**config.mk**
```make
export PLATFORM = sky130hd
export DESIGN_NAME = ps2_key_event_flat
export DESIGN_NICKNAME = d
export VERILOG_FILES = /design/src/rtl/kbd_pkg.sv /design/src/rtl/ps2_key_event_if.sv /design/src/rtl/ps2_prefix_fsm.sv /design/src/rtl/ps2_key_event.sv /design/src/flat_wrapper.sv
export SDC_FILE = /design/constraint.sdc
export NUM_CORES = 1
export LEC_CHECK = 0
export ABC_AREA = 0
export BUFFER_PORTS_ARGS = -buffer_cell sky130_fd_sc_hd__buf_2
export CAP_MARGIN = 20
export CORE_ASPECT_RATIO = 0.9
export CORE_MARGIN = 2
export CORE_UTILIZATION = 46
export DETAILED_ROUTE_END_ITERATION = 8
export GPL_TIMING_DRIVEN = 0
export PLACE_DENSITY = 0.74
export SYNTH_ARGS = -nofsm -noshare
export SYNTH_HDL_FRONTEND = slang
export SYNTH_HIERARCHICAL = 1
export SYNTH_SLANG_ARGS = --single-unit
```
**constraint.sdc**
```tcl
create_clock -name clk -period 1.75 [get_ports clk]
set_input_delay 0.35 -clock clk [delete_from_list [all_inputs] [get_ports clk]]
set_output_delay 0.35 -clock clk [all_outputs]
set_load 0.05 [all_outputs]
```
**src/rtl/kbd_pkg.sv**
```systemverilog
// Shared scan-code constants, ignored-byte list and prefix-FSM state type
// for the PS/2 key event stage.
package kbd_pkg;

    localparam logic [7:0] SC_EXT   = 8'hE0;
    localparam logic [7:0] SC_BRK   = 8'hF0;
    localparam logic [7:0] SC_PAUSE = 8'hE1;

    // Keyboard status/response bytes that carry no key information.
    localparam int unsigned NUM_IGNORED = 6;
    localparam logic [7:0] IGNORED_CODES [NUM_IGNORED] = '{
        8'h00, 8'hAA, 8'hEE, 8'hFA, 8'hFE, 8'hFF
    };

    typedef enum logic [1:0] {
        StIdle,
        StGotE0,
        StGotF0,
        StGotE0F0
    } kbd_state_e;

    function automatic logic is_ignored(input logic [7:0] b);
        logic hit;
        hit = 1'b0;
        for (int i = 0; i < NUM_IGNORED; i++) begin
            if (b == IGNORED_CODES[i]) hit = 1'b1;
        end
        return hit;
    endfunction

endpackage

```
**src/rtl/ps2_key_event_if.sv**
```systemverilog
// Byte-input handshake and key event outputs of the PS/2 key event stage.
// master: upstream FIFO / consumer side; slave: ps2_key_event.
interface ps2_key_event_if;

    logic [7:0] din;
    logic       din_valid;
    logic       din_ack;
    logic       key_valid;
    logic [7:0] key_code;
    logic       key_ext;
    logic       key_break;
    logic       key_held;
    logic [8:0] held_code;
    logic [7:0] press_count;
    logic       err;

    modport master (
        output din, din_valid,
        input  din_ack, key_valid, key_code, key_ext, key_break,
        input  key_held, held_code, press_count, err
    );

    modport slave (
        input  din, din_valid,
        output din_ack, key_valid, key_code, key_ext, key_break,
        output key_held, held_code, press_count, err
    );

endinterface

```
**src/rtl/ps2_prefix_fsm.sv**
```systemverilog
// Set-2 prefix folding FSM: tracks E0/F0 prefixes and decodes each accepted
// byte into {make, brk, ext, err}. Decode outputs are combinational and only
// meaningful while accept is high.
module ps2_prefix_fsm
    import kbd_pkg::*;
(
    input  logic       clk,
    input  logic       rst,
    input  logic       accept,
    input  logic [7:0] din,
    output logic       make,
    output logic       brk,
    output logic       ext,
    output logic       err
);

    kbd_state_e state_q, state_d;

    // State register; only advances on an accepted byte.
    always_ff @(posedge clk or negedge rst) begin
        if (!rst) begin
            state_q <= StIdle;
        end else if (accept) begin
            state_q <= state_d;
        end
    end

    // Next-state and per-byte decode.
    always_comb begin
        state_d = state_q;
        make    = 1'b0;
        brk     = 1'b0;
        ext     = 1'b0;
        err     = 1'b0;
        if (din == SC_PAUSE) begin
            err     = 1'b1;
            state_d = StIdle;
        end else if (!is_ignored(din)) begin
            unique case (state_q)
                StIdle: begin
                    if (din == SC_EXT)      state_d = StGotE0;
                    else if (din == SC_BRK) state_d = StGotF0;
                    else                    make = 1'b1;
                end
                StGotE0: begin
                    if (din == SC_BRK) begin
                        state_d = StGotE0F0;
                    end else if (din == SC_EXT) begin
                        err     = 1'b1;
                        state_d = StIdle;
                    end else begin
                        make    = 1'b1;
                        ext     = 1'b1;
                        state_d = StIdle;
                    end
                end
                StGotF0, StGotE0F0: begin
                    state_d = StIdle;
                    if (din == SC_EXT || din == SC_BRK) begin
                        err = 1'b1;
                    end else begin
                        brk = 1'b1;
                        ext = (state_q == StGotE0F0);
                    end
                end
                default: state_d = StIdle;
            endcase
        end
    end

endmodule

```
**src/rtl/ps2_key_event.sv**
```systemverilog
// PS/2 key event stage: pops scan-code bytes with a registered one-cycle ack,
// folds prefixes into key events, tracks the held key and counts presses.
// Optional feature: KBD_TYPEMATIC_FILTER_EN suppresses typematic repeats.
module ps2_key_event
    import kbd_pkg::*;
(
    input  logic             clk,
    input  logic             rst,
    ps2_key_event_if.slave   bus
);

    logic       accept;
    logic       dec_make, dec_brk, dec_ext, dec_err;
    logic       is_repeat;
    logic [8:0] ev_code;

    logic       ack_q;
    logic       key_valid_q;
    logic       err_q;
    logic [7:0] key_code_q;
    logic       key_ext_q;
    logic       key_break_q;
    logic       held_q;
    logic [8:0] held_code_q;
    logic [7:0] press_count_q;

    // din_valid is ignored while the ack is out, giving one byte per 2 cycles.
    assign accept  = bus.din_valid & ~ack_q;
    assign ev_code = {dec_ext, bus.din};

    ps2_prefix_fsm u_fsm (
        .clk    (clk),
        .rst    (rst),
        .accept (accept),
        .din    (bus.din),
        .make   (dec_make),
        .brk    (dec_brk),
        .ext    (dec_ext),
        .err    (dec_err)
    );

    // Typematic repeat detection (make of the key already held).
    always_comb begin
`ifdef KBD_TYPEMATIC_FILTER_EN
        is_repeat = held_q && (held_code_q == ev_code);
`else
        is_repeat = 1'b0;
`endif
    end

    // Handshake, event strobes, held-key tracking and press counter.
    always_ff @(posedge clk or negedge rst) begin
        if (!rst) begin
            ack_q         <= 1'b0;
            key_valid_q   <= 1'b0;
            err_q         <= 1'b0;
            key_code_q    <= 8'h00;
            key_ext_q     <= 1'b0;
            key_break_q   <= 1'b0;
            held_q        <= 1'b0;
            held_code_q   <= 9'h000;
            press_count_q <= 8'h00;
        end else begin
            ack_q       <= accept;
            key_valid_q <= 1'b0;
            err_q       <= 1'b0;
            if (accept) begin
                if (dec_err) begin
                    err_q <= 1'b1;
                end else if (dec_make && !is_repeat) begin
                    key_valid_q   <= 1'b1;
                    key_code_q    <= bus.din;
                    key_ext_q     <= dec_ext;
                    key_break_q   <= 1'b0;
                    held_q        <= 1'b1;
                    held_code_q   <= ev_code;
                    press_count_q <= press_count_q + 8'd1;
                end else if (dec_brk) begin
                    key_valid_q <= 1'b1;
                    key_code_q  <= bus.din;
                    key_ext_q   <= dec_ext;
                    key_break_q <= 1'b1;
                    if (held_code_q == ev_code) held_q <= 1'b0;
                end
            end
        end
    end

    assign bus.din_ack     = ack_q;
    assign bus.key_valid   = key_valid_q;
    assign bus.err         = err_q;
    assign bus.key_code    = key_code_q;
    assign bus.key_ext     = key_ext_q;
    assign bus.key_break   = key_break_q;
    assign bus.key_held    = held_q;
    assign bus.held_code   = held_code_q;
    assign bus.press_count = press_count_q;

endmodule

```
**src/flat_wrapper.sv**
```systemverilog
// flat-port wrapper written by rule: the top's interface ports become plain ports
module ps2_key_event_flat import kbd_pkg::*;
  (clk, rst, bus_din, bus_din_valid, bus_din_ack, bus_key_valid, bus_key_code, bus_key_ext, bus_key_break, bus_key_held, bus_held_code, bus_press_count, bus_err);
  ps2_key_event_if bus_i ();
  input  logic clk;
  input  logic rst;
  input wire logic [$bits(bus_i.din)-1:0] bus_din;
  input wire logic [$bits(bus_i.din_valid)-1:0] bus_din_valid;
  output wire logic [$bits(bus_i.din_ack)-1:0] bus_din_ack;
  output wire logic [$bits(bus_i.key_valid)-1:0] bus_key_valid;
  output wire logic [$bits(bus_i.key_code)-1:0] bus_key_code;
  output wire logic [$bits(bus_i.key_ext)-1:0] bus_key_ext;
  output wire logic [$bits(bus_i.key_break)-1:0] bus_key_break;
  output wire logic [$bits(bus_i.key_held)-1:0] bus_key_held;
  output wire logic [$bits(bus_i.held_code)-1:0] bus_held_code;
  output wire logic [$bits(bus_i.press_count)-1:0] bus_press_count;
  output wire logic [$bits(bus_i.err)-1:0] bus_err;
  assign bus_i.din = bus_din;
  assign bus_i.din_valid = bus_din_valid;
  assign bus_din_ack = bus_i.din_ack;
  assign bus_key_valid = bus_i.key_valid;
  assign bus_key_code = bus_i.key_code;
  assign bus_key_ext = bus_i.key_ext;
  assign bus_key_break = bus_i.key_break;
  assign bus_key_held = bus_i.key_held;
  assign bus_held_code = bus_i.held_code;
  assign bus_press_count = bus_i.press_count;
  assign bus_err = bus_i.err;
  ps2_key_event u_core (.clk(clk), .rst(rst), .bus(bus_i));
endmodule
```
==> results.json, run 1 <==
{
  "synth_edf_count": 0,
  "die_w_um": 64.8,
  "worstSkewPairLatency_ns": 0.28,
  "placementRows": 19,
  "synthDistinctLibCells": 35,
  "seq_power_share_pct": 38.7,
  "routed_via_density": 5.42,
  "yosysWarnings": 6,
  "use_met2_pct": 36.5,
  "synth_cells": 121,
  "synth_top_area_share_pct": 54.0,
  "coreArea_um2": 3110,
  "synthToLayoutAreaGrowth_pct": 50.7,
  "cts_tree": "done",
  "finalHoldViolCount": 0,
  "portBuffers": 41,
  "ios": 42,
  "cp-start-kind": "primary input",
  "grt_pass1_wl_mm": 5.82,
  "nNetsFinal": 199,
  "ant_nets": 0,
  "timing.final.ws_setup_ns": -0.0712,
  "leakage_nw": 1.08,
  "grt_overflow": 0,
  "critPathKind": "primary input to flip-flop",
  "hpwl_mm": 2.37,
  "use_met3_pct": 7.46,
  "cp_data_required_time_ns": 1.92,
  "cts_buffers": 5,
  "grt_max_degree": 34,
  "min_path_type": "primary input to async pin",
  "clk_pin_slew_worst_paths_ns": 0.06,
  "mostFrequentLayoutCell": "buf_2",
  "ys_ff_latch": 33,
  "gr-max-usage-layer": "met2",
  "grt_pass1_vias": 1215,
  "die_area_um2": 3800,
  "outcome": "complete, but fails checks",
  "tightest_slew_ns": 0.727,
  "first_iter_violations": 27,
  "postSynthAreaPerCell_um2": 12.6,
  "period_needed_ns": 1.82,
  "h-tree-depth": 2,
  "fmax_mhz": 549,
  "clk_root_buffer_cell": "clkbuf_8",
  "ys.flop_type": "dfrtp_1",
  "yosysSeqAreaShare_pct": 54.0,
  "r2r_setup_slack_ns": -0.05,
  "holdBufCountCts": 0,
  "p_sw_mw": 1.13,
  "p_int_mw": 1.57,
  "period_share_pct": 104,
  "grt_usage_pct": 20.9,
  "violations": "negative setup slack",
  "instances_no_fill": 229,
  "finalClockSkew_ns": 0.00329,
  "syn-cell-area_um2": 1530,
  "antenna_found_initial": 0,
  "crit_path_end_kind": "flip-flop",
  "wl_per_cell_um": 16.8,
  "max_cap_viol_count": 0,
  "drive_above_1_share_pct": 62.0,
  "slew_viol_final": 0,
  "clockBufferDepth": 2,
  "route.detailed.drc": 0,
  "netlist_top_cells_area": "dfrtp_1 54%, mux2_2 14%, xor2_1 6.3%, xnor2_1 2.9%, nor2_1 1.7%",
  "rsz0062_at_grt": "true",
  "final_area_um2": 2310,
  "initial_core_util_pct": 49.1,
  "vias": 1241,
  "p_clk_share_pct": 20.9,
  "setup_viol_count_final": 21,
  "die_y_um": 58.7,
  "irDropWorstVdd_mv": 0.874,
  "combPwrFrac_pct": 40.4,
  "grtUsageMet1_pct": 24.7,
  "max-slew-margin-rel_pct": 51.5,
  "drt-total-wl_mm": 3.85,
  "p_sw_share_pct": 41.8,
  "dp.cells": 204,
  "async_flop_share_pct": 100,
  "synth_nets": 133,
  "synth_top_cell_by_area": "dfrtp_1",
  "drt_pass1_iterations": 4,
  "diodes": 0,
  "crit_arrival_ns": 1.99,
  "post_dp_cell_area_um2": 1870,
  "crit_fanout": 8,
  "cts_sinks": 33,
  "place.gp.congestion": 0.742,
  "power.density_nw_per_um2": 1170,
  "layout_common_cells": "33 x buf_2, 31 x dfrtp_1, 18 x buf_4, 11 x xor2_1, 10 x mux2_4"
}
[through the flow]
| stage | power (mW) | hold slack (ns) | setup slack (ns) | utilization (%) | TNS, ns |
|---|---|---|---|---|---|
| 3_5_place_dp | 2.01 | 0.448 | -0.670 | 59.9 | -14.47 |
| 3_3_place_gp | 1.98 | 0.439 | -0.615 | 59.9 | -13.04 |
| 4_1_cts | 2.68 | 0.144 | -0.132 | 70.7 | -2.12 |
| 6_report | 2.70 | 0.118 | -0.0712 | 74.0 | -0.948 |
| 5_1_grt | 2.81 | 0.178 | -0.111 | 74.0 | -1.88 |
| 2_1_floorplan | 1.76 | 0.0544 | -0.204 | - | -3.85 |
[state kept, by name (all words and copies together) (netlist names)]
register                cells
u_core/bus.press_count      8
u_core/bus.key_break        1
u_core/bus.key_code         8
u_core/bus.din_ack          1
u_core/bus.held_code        9
u_core/bus.key_ext          1
u_core/bus.key_held         1
u_core/u_fsm/state_q        2
u_core/bus.key_valid        1
u_core/bus.err              1
[cell families after synthesis]
logic type	count (synthesis)	share of synthesized area, %
AO/OA/AOI/OAI	13	6.38
XOR/XNOR	16	9.16
adder cells (fa/ha/maj)	1	0.818
buffers and inverters	7	2.37
flip-flops	33	54.0
multiplexers	19	14.0
AND/OR/NAND/NOR	32	13.3
[synthesized netlist by cell type (all sizes together), types with 2 or more instances]
| cell type | instances |
|---|---|
| xor2 | 11 |
| buf | 4 |
| a21oi | 2 |
| and4 | 2 |
| nand3 | 3 |
| xnor2 | 5 |
| nand2 | 4 |
| a211oi | 3 |
| inv | 3 |
| nand4 | 2 |
| nor4 | 5 |
| dfrtp | 33 |
| nor2 | 7 |
| nor3b | 2 |
| mux2 | 19 |
| and3 | 2 |
[per-layer routing]
layer | vias to the layer above | part of all wire, %
met2 | 41 | 51
met5 | - | 0
met1 | 628 | 42
met3 | 6 | 5.7
met4 | 0 | 1.6
li1 | 566 | -
[critical path, cell delays in order]
cell,delay [ns]
buf_12,0.11
and4_4,0.19
o21ai_4,0.15
o31ai_4,0.10
a211oi_2,0.21
and4bb_2,0.35
and4_4,0.28
nand3_4,0.09
xnor2_2,0.15
[area by class of cell]
| cell class | count | area, µm² |
|---|---|---|
| multi-input cells | 81 | 856 |
| flip-flops and latches | 33 | 828 |
| fillers | 205 | 808 |
| repair buffers | 61 | 443 |
| clock buffers | 7 | 86.3 |
| well taps | 42 | 52.6 |
| plain buffers | 2 | 26.3 |
| inverters | 3 | 13.8 |
[final timing paths]
path	from	to	cells past startpoint
worst max-delay path	bus_din[3]	u_core/bus.press_count[5]	9
worst min-delay path	rst	u_core/bus.err	1
worst max register to register	u_core/u_fsm/state_q[0]	u_core/bus.press_count[5]	7
worst min register to register	u_core/bus.key_held	u_core/bus.key_held	1
max in group asynchronous	rst	u_core/u_fsm/state_q[1]	1
min in group clk	bus_din[3]	u_core/bus.key_code[3]	2
[what timing repair did]
| item | 4_1_cts | 5_1_grt |
|---|---|---|
| resized for setup | 37 | 21 |
| pin swaps | 11 | 14 |
| endpoints found under the setup margin | 28 | 28 |
| setup buffers | 13 | 6 |
| cloned | 1 | 0 |
[power groups by stage]
stage / clock (mW) / combinational, mW / sequential (mW)
floorplan: 0 / 0.246 / 1.52
global placement: 0 / 0.954 / 1.03
detailed placement: 0 / 0.969 / 1.04
CTS: 0.579 / 1.06 / 1.04
global route: 0.614 / 1.14 / 1.06
finish: 0.565 / 1.09 / 1.05
Power figures use the tool's default switching activity.
==> inputs of run 2 (changes only) <==
- CORE_UTILIZATION: 46 -> 47
- PLACE_DENSITY: 0.74 -> 0.75
- SYNTH_HIERARCHICAL: 1 -> default
==> results.json, run 2 <==
{
  "cts_resized": 0,
  "synth_top_area_share_pct": 49.3,
  "ys_ff_latch": 33,
  "hpwl_mm": 2.37,
  "synthDistinctLibCells": 36,
  "layout_common_cells": "36 x buf_2, 33 x dfrtp_1, 13 x mux2_4, 8 x xnor2_1, 8 x xor2_1",
  "critPathKind": "primary input to flip-flop",
  "grt_pass1_vias": 1135,
  "synth.most_common_cell": "dfrtp_1",
  "finalClockSkew_ns": 0.00326,
  "wl_per_cell_um": 15.1,
  "antenna_found_initial": 0,
  "diodes": 0,
  "ys.flop_type": "dfrtp_1",
  "leakage_nw": 0.973,
  "die_area_um2": 4060,
  "die_w_um": 66.9,
  "timing.final.ws_setup_ns": 0.224,
  "cp-start-kind": "primary input",
  "synth_nets": 139,
  "irDropWorstVdd_mv": 0.901,
  "min_path_type": "primary input to async pin",
  "power_mw": 2.80,
  "clk_pin_slew_worst_paths_ns": 0.07,
  "async_flop_share_pct": 100,
  "largest_reg_flops": 9,
  "drive_above_1_share_pct": 47.4,
  "crit_slowest_cell": "nor4_1",
  "synth_cells": 127,
  "nNetsFinal": 182,
  "initial_core_util_pct": 49.2,
  "period_share_pct": 87.2,
  "rsz0062_at_grt": "false",
  "yosysWarnings": 0,
  "grt_usage_pct": 18.2,
  "synth_edf_count": 0,
  "cts_setup_buffers": 0,
  "place.gp.congestion": 0.754,
  "syn-cell-area_um2": 1670,
  "coreArea_um2": 3400,
  "grt_max_degree": 34,
  "cts_sinks": 33,
  "crit_path_end_kind": "flip-flop",
  "drt_pass1_iterations": 4,
  "first_iter_violations": 34,
  "fillers": 295,
  "postSynthAreaPerCell_um2": 13.2,
  "crit_arrival_ns": 1.70,
  "clockBufferDepth": 2,
  "final_util_pct": 59.1,
  "finalHoldViolCount": 0,
  "clk_root_buffer_cell": "clkbuf_8",
  "tightest_slew_ns": 0.716,
  "critPathBufInv": 2,
  "place_ws_ns": -0.0893,
  "max_cap_viol_count": 0,
  "cp_data_required_time_ns": 1.92,
  "netlist_top_cells_area": "dfrtp_1 49%, mux2_4 12%, mux2_2 4.7%, xnor2_1 4.2%, xor2_1 4.2%",
  "grt_pass1_wl_mm": 5.36,
  "period_needed_ns": 1.53,
  "routed_via_density": 5.27,
  "cts_buffers": 5,
  "mostFrequentLayoutCell": "buf_2",
  "synth_top_cell_by_area": "dfrtp_1",
  "placementRows": 20,
  "max-slew-margin-rel_pct": 52.3,
  "drt-total-wl_mm": 3.24,
  "route.detailed.drc": 0,
  "vias": 1132,
  "synthToLayoutAreaGrowth_pct": 20.1,
  "crit_fanout": 10,
  "grt_overflow": 0,
  "critical_path.max_stage_delay_ns": 0.34,
  "die_y_um": 60.6,
  "holdBufCountCts": 0,
  "yosysSeqAreaShare_pct": 49.3,
  "outcome": "completed",
  "synth_top_cells_by_count": "33 x dfrtp_1, 13 x mux2_4, 8 x xnor2_1, 8 x xor2_1, 7 x mux2_2",
  "h-tree-depth": 2,
  "cts_tree": "done",
  "fmax_mhz": 655,
  "ant_nets": 0,
  "slew_viol_final": 0,
  "power.density_nw_per_um2": 1390,
  "setup_viol_count_final": 0,
  "portBuffers": 36,
  "cpLargestDelayFamily": "simple AND/OR/NAND/NOR gates",
  "cp_cell_sequence": "buf_2 -> nor4_1 -> o21ai_2 -> nand4_2 -> nand2b_4 -> buf_12 -> mux2_4",
  "ios": 42,
  "worstSkewPairLatency_ns": 0.29
}
==> run 2: path summary, 6_finish.rpt <==
kind	slack (ns)	endpoint	cells after the start	start
min in group clk	0.33	u_core.bus.held_code[2]	2	bus_din[2]
worst max-delay path	0.22	u_core.bus.held_code[4]	7	bus_din[7]
max in group asynchronous	1.18	u_core.bus.held_code[6]	1	rst
worst min-delay path	0.11	u_core.bus.held_code[4]	1	rst
worst min register to register	0.47	u_core.bus.key_break	2	u_core.bus.key_break
worst max register to register	0.26	u_core.bus.held_code[4]	5	u_core.bus.din_ack
==> run 2: power by group <==
group	switching [mW]	leakage (nW)	total, mW	internal, mW
clock	0.277	0.0542	0.632	0.355
sequential	0.127	0.400	1.04	0.914
combinational	0.791	0.519	1.13	0.339
total	1.20	0.973	2.80	1.61
==> run 2: cell families after synthesis <==
family	share of synthesized area, %
AO/OA/AOI/OAI	3.89
multiplexers	16.4
adder cells (fa/ha/maj)	0.747
flip-flops	49.3
XOR/XNOR	8.37
AND/OR/NAND/NOR	14.0
buffers and inverters	7.32
==> run 2: layout make-up <==
type	instances	area, µm²	area share, %
tap	44	55.1	2.74
multi-input combinational	80	726	36.1
inverter	6	22.5	1.12
sequential	33	826	41.1
clock inverter	1	5.00	0.249
buffer	8	100	4.98
clock buffer	7	96.3	4.79
timing repair buffer	36	180	8.96
==> run 2: per-layer routing <==
layer | share of wire [%] | track usage (%)
met1 | 45 | 24.0
met2 | 48 | 28.7
met3 | 5.0 | 4.27
met4 | 1.6 | 8.75
met5 | 0 | 0
==> run 2: metrics by stage <==
step	TNS, ns	instance area (µm²)	std cells	hold WS, ns
2_1_floorplan	0	1670	127	0.0544
3_3_place_gp	-0.664	1910	207	0.433
3_5_place_dp	-1.06	1910	207	0.453
4_1_cts	0	2010	215	0.147
5_1_grt	0	2010	215	0.161
6_report	0	2010	215	0.113
==> inputs of run 3 (changes only) <==
- CORE_UTILIZATION: 47 -> 49
- CTS_BUF_LIST: default -> sky130_fd_sc_hd__clkbuf_8
- PLACE_DENSITY: 0.75 -> 0.77
- RECOVER_POWER: default -> 100
- TNS_END_PERCENT: default -> 10
==> results.json, run 3 (synthesis results as in run 2) <==
{
  "outcome": "completed",
  "max_cap_viol_count": 0,
  "slew_viol_final": 0,
  "period_share_pct": 91.5,
  "cts_setup_buffers": 0,
  "grt_pass1_vias": 1069,
  "cts_buffers": 5,
  "multi_input_area_um2": 662,
  "grtUsageMet1_pct": 21.9,
  "grt_pass1_wl_mm": 4.94,
  "irDropWorstVdd_mv": 0.683,
  "startpoint": "bus_din[7]",
  "drt_pass1_iterations": 4,
  "die_y_um": 59.5,
  "coreArea_um2": 3330,
  "antenna_found_initial": 0,
  "holdBufCountCts": 0,
  "period_needed_ns": 1.60,
  "first_iter_violations": 22,
  "cp-start-kind": "primary input",
  "ios": 42,
  "ant_nets": 0,
  "use_met2_pct": 27.1,
  "diodes": 0,
  "power.density_nw_per_um2": 1410,
  "finalClockSkew_ns": 0.00466,
  "clk_root_buffer_cell": "clkbuf_8",
  "dp.cells": 207,
  "vias": 1117,
  "cts_sinks": 33,
  "largest_reg_flops": 9,
  "drive_above_1_share_pct": 20.5,
  "rr_endpoint": "u_core.bus.held_code[6]",
  "r2r-start": "u_core.bus.din_ack",
  "final_area_um2": 1910,
  "use_met3_pct": 5.70,
  "die_w_um": 65.6,
  "drt-total-wl_mm": 3.08,
  "routed_via_density": 5.20,
  "fillers": 294,
  "worstSkewPairLatency_ns": 0.28,
  "seqCellArea_um2": 826,
  "nNetsFinal": 182,
  "layout_common_cells": "33 x dfrtp_1, 31 x clkbuf_1, 11 x mux2_1, 8 x xnor2_1, 8 x xor2_1",
  "wl_per_cell_um": 14.3,
  "route.detailed.drc": 0,
  "p_sw_mw": 1.17,
  "initial_core_util_pct": 50.3,
  "setup_viol_count_final": 0,
  "max-slew-margin-rel_pct": 47.3,
  "post_dp_cell_area_um2": 1910,
  "cts_tree": "done",
  "grt_overflow": 0,
  "holdWs_ns": 0.141,
  "cts_resized": 0,
  "place.gp.congestion": 0.772,
  "r2r_cells": 5,
  "hpwl_mm": 2.27,
  "fmax_mhz": 625,
  "critPathKind": "primary input to flip-flop",
  "synthToLayoutAreaGrowth_pct": 14.0,
  "portBuffers": 36,
  "tightest_slew_ns": 0.791,
  "p_sw_share_pct": 43.3,
  "finalHoldViolCount": 0,
  "crit_fanout": 10,
  "grt_usage_pct": 17.1,
  "placementRows": 20,
  "p_int_mw": 1.53,
  "instances_no_fill": 215,
  "grt_max_degree": 34,
  "h-tree-depth": 2,
  "clockBufferDepth": 2,
  "crit_path_end_kind": "flip-flop",
  "combPwrFrac_pct": 38.3,
  "clk_pin_slew_worst_paths_ns": 0.07,
  "p_clk_share_pct": 23.0,
  "rsz0062_at_grt": "false",
  "die_area_um2": 3900,
  "r2r_setup_slack_ns": 0.21,
  "min_path_type": "primary input to async pin",
  "crit_arrival_ns": 1.76,
  "mostFrequentLayoutCell": "dfrtp_1",
  "leakage_nw": 0.830,
  "gr-max-usage-layer": "met2",
  "seq_power_share_pct": 38.8,
  "cp_data_required_time_ns": 1.91
}
[run 3: cell types whose count changed in the layout (fill, tap and decap cells not counted), sizes merged]
cell	delta
buf	-32
clkbuf	+32
[run 3: worst max-delay path, cell delays in order]
cell	delay, ns
buf_2	0.15
nor4_1	0.37
o21ai_2	0.13
nand4_2	0.13
nand2b_4	0.17
buf_12	0.14
mux2_1	0.32
[run 3: metal layers]
| metal | vias to the layer above | wire (µm) |
|---|---|---|
| met5 | - | 0 |
| met4 | 0 | 8 |
| met3 | 2 | 144 |
| met2 | 23 | 1540 |
| met1 | 562 | 1400 |
| li1 | 530 | - |
[run 3: final cells by class]
cell class | count | area share, %
buffer | 8 | 5.25
clock buffer | 7 | 5.05
clock inverter | 1 | 0.262
inverter | 6 | 1.18
multi-input combinational | 80 | 34.7
sequential | 33 | 43.3
tap | 44 | 2.89
timing repair buffer | 36 | 7.41
[run 3: power groups by stage]
stage	Sequential [mW]	Clock (mW)	Combinational (mW)
5_1_grt	1.06	0.675	1.08
2_1_floorplan	1.57	0	0.360
6_report	1.04	0.619	1.03
3_3_place_gp	1.04	0	1.12
3_5_place_dp	1.05	0	1.13
4_1_cts	1.04	0.640	1.14
[run 3: stage by stage]
step	util, %	TNS [ns]	power (mW)	setup slack (ns)
after global placement	57.4	-0.609	2.16	-0.0511
after global routing	57.3	0	2.82	0.0366
after CTS	60.4	0	2.82	0.185
after floorplan	-	0	1.93	0.0439
final	57.3	0	2.70	0.149
after detailed placement	57.4	-1.34	2.18	-0.108
[run 3: worst max path at each step]
stage                                          to  slack [ns]  depth (start not counted)
after floorplan           u_core.bus.held_code[0]        0.04                          6
after detailed placement  u_core.bus.held_code[4]       -0.11                          7
after CTS                 u_core.bus.held_code[4]        0.19                          7
after global placement    u_core.bus.held_code[5]       -0.05                          7
after global routing      u_core.bus.held_code[6]        0.04                          7
final                     u_core.bus.held_code[6]        0.15                          7
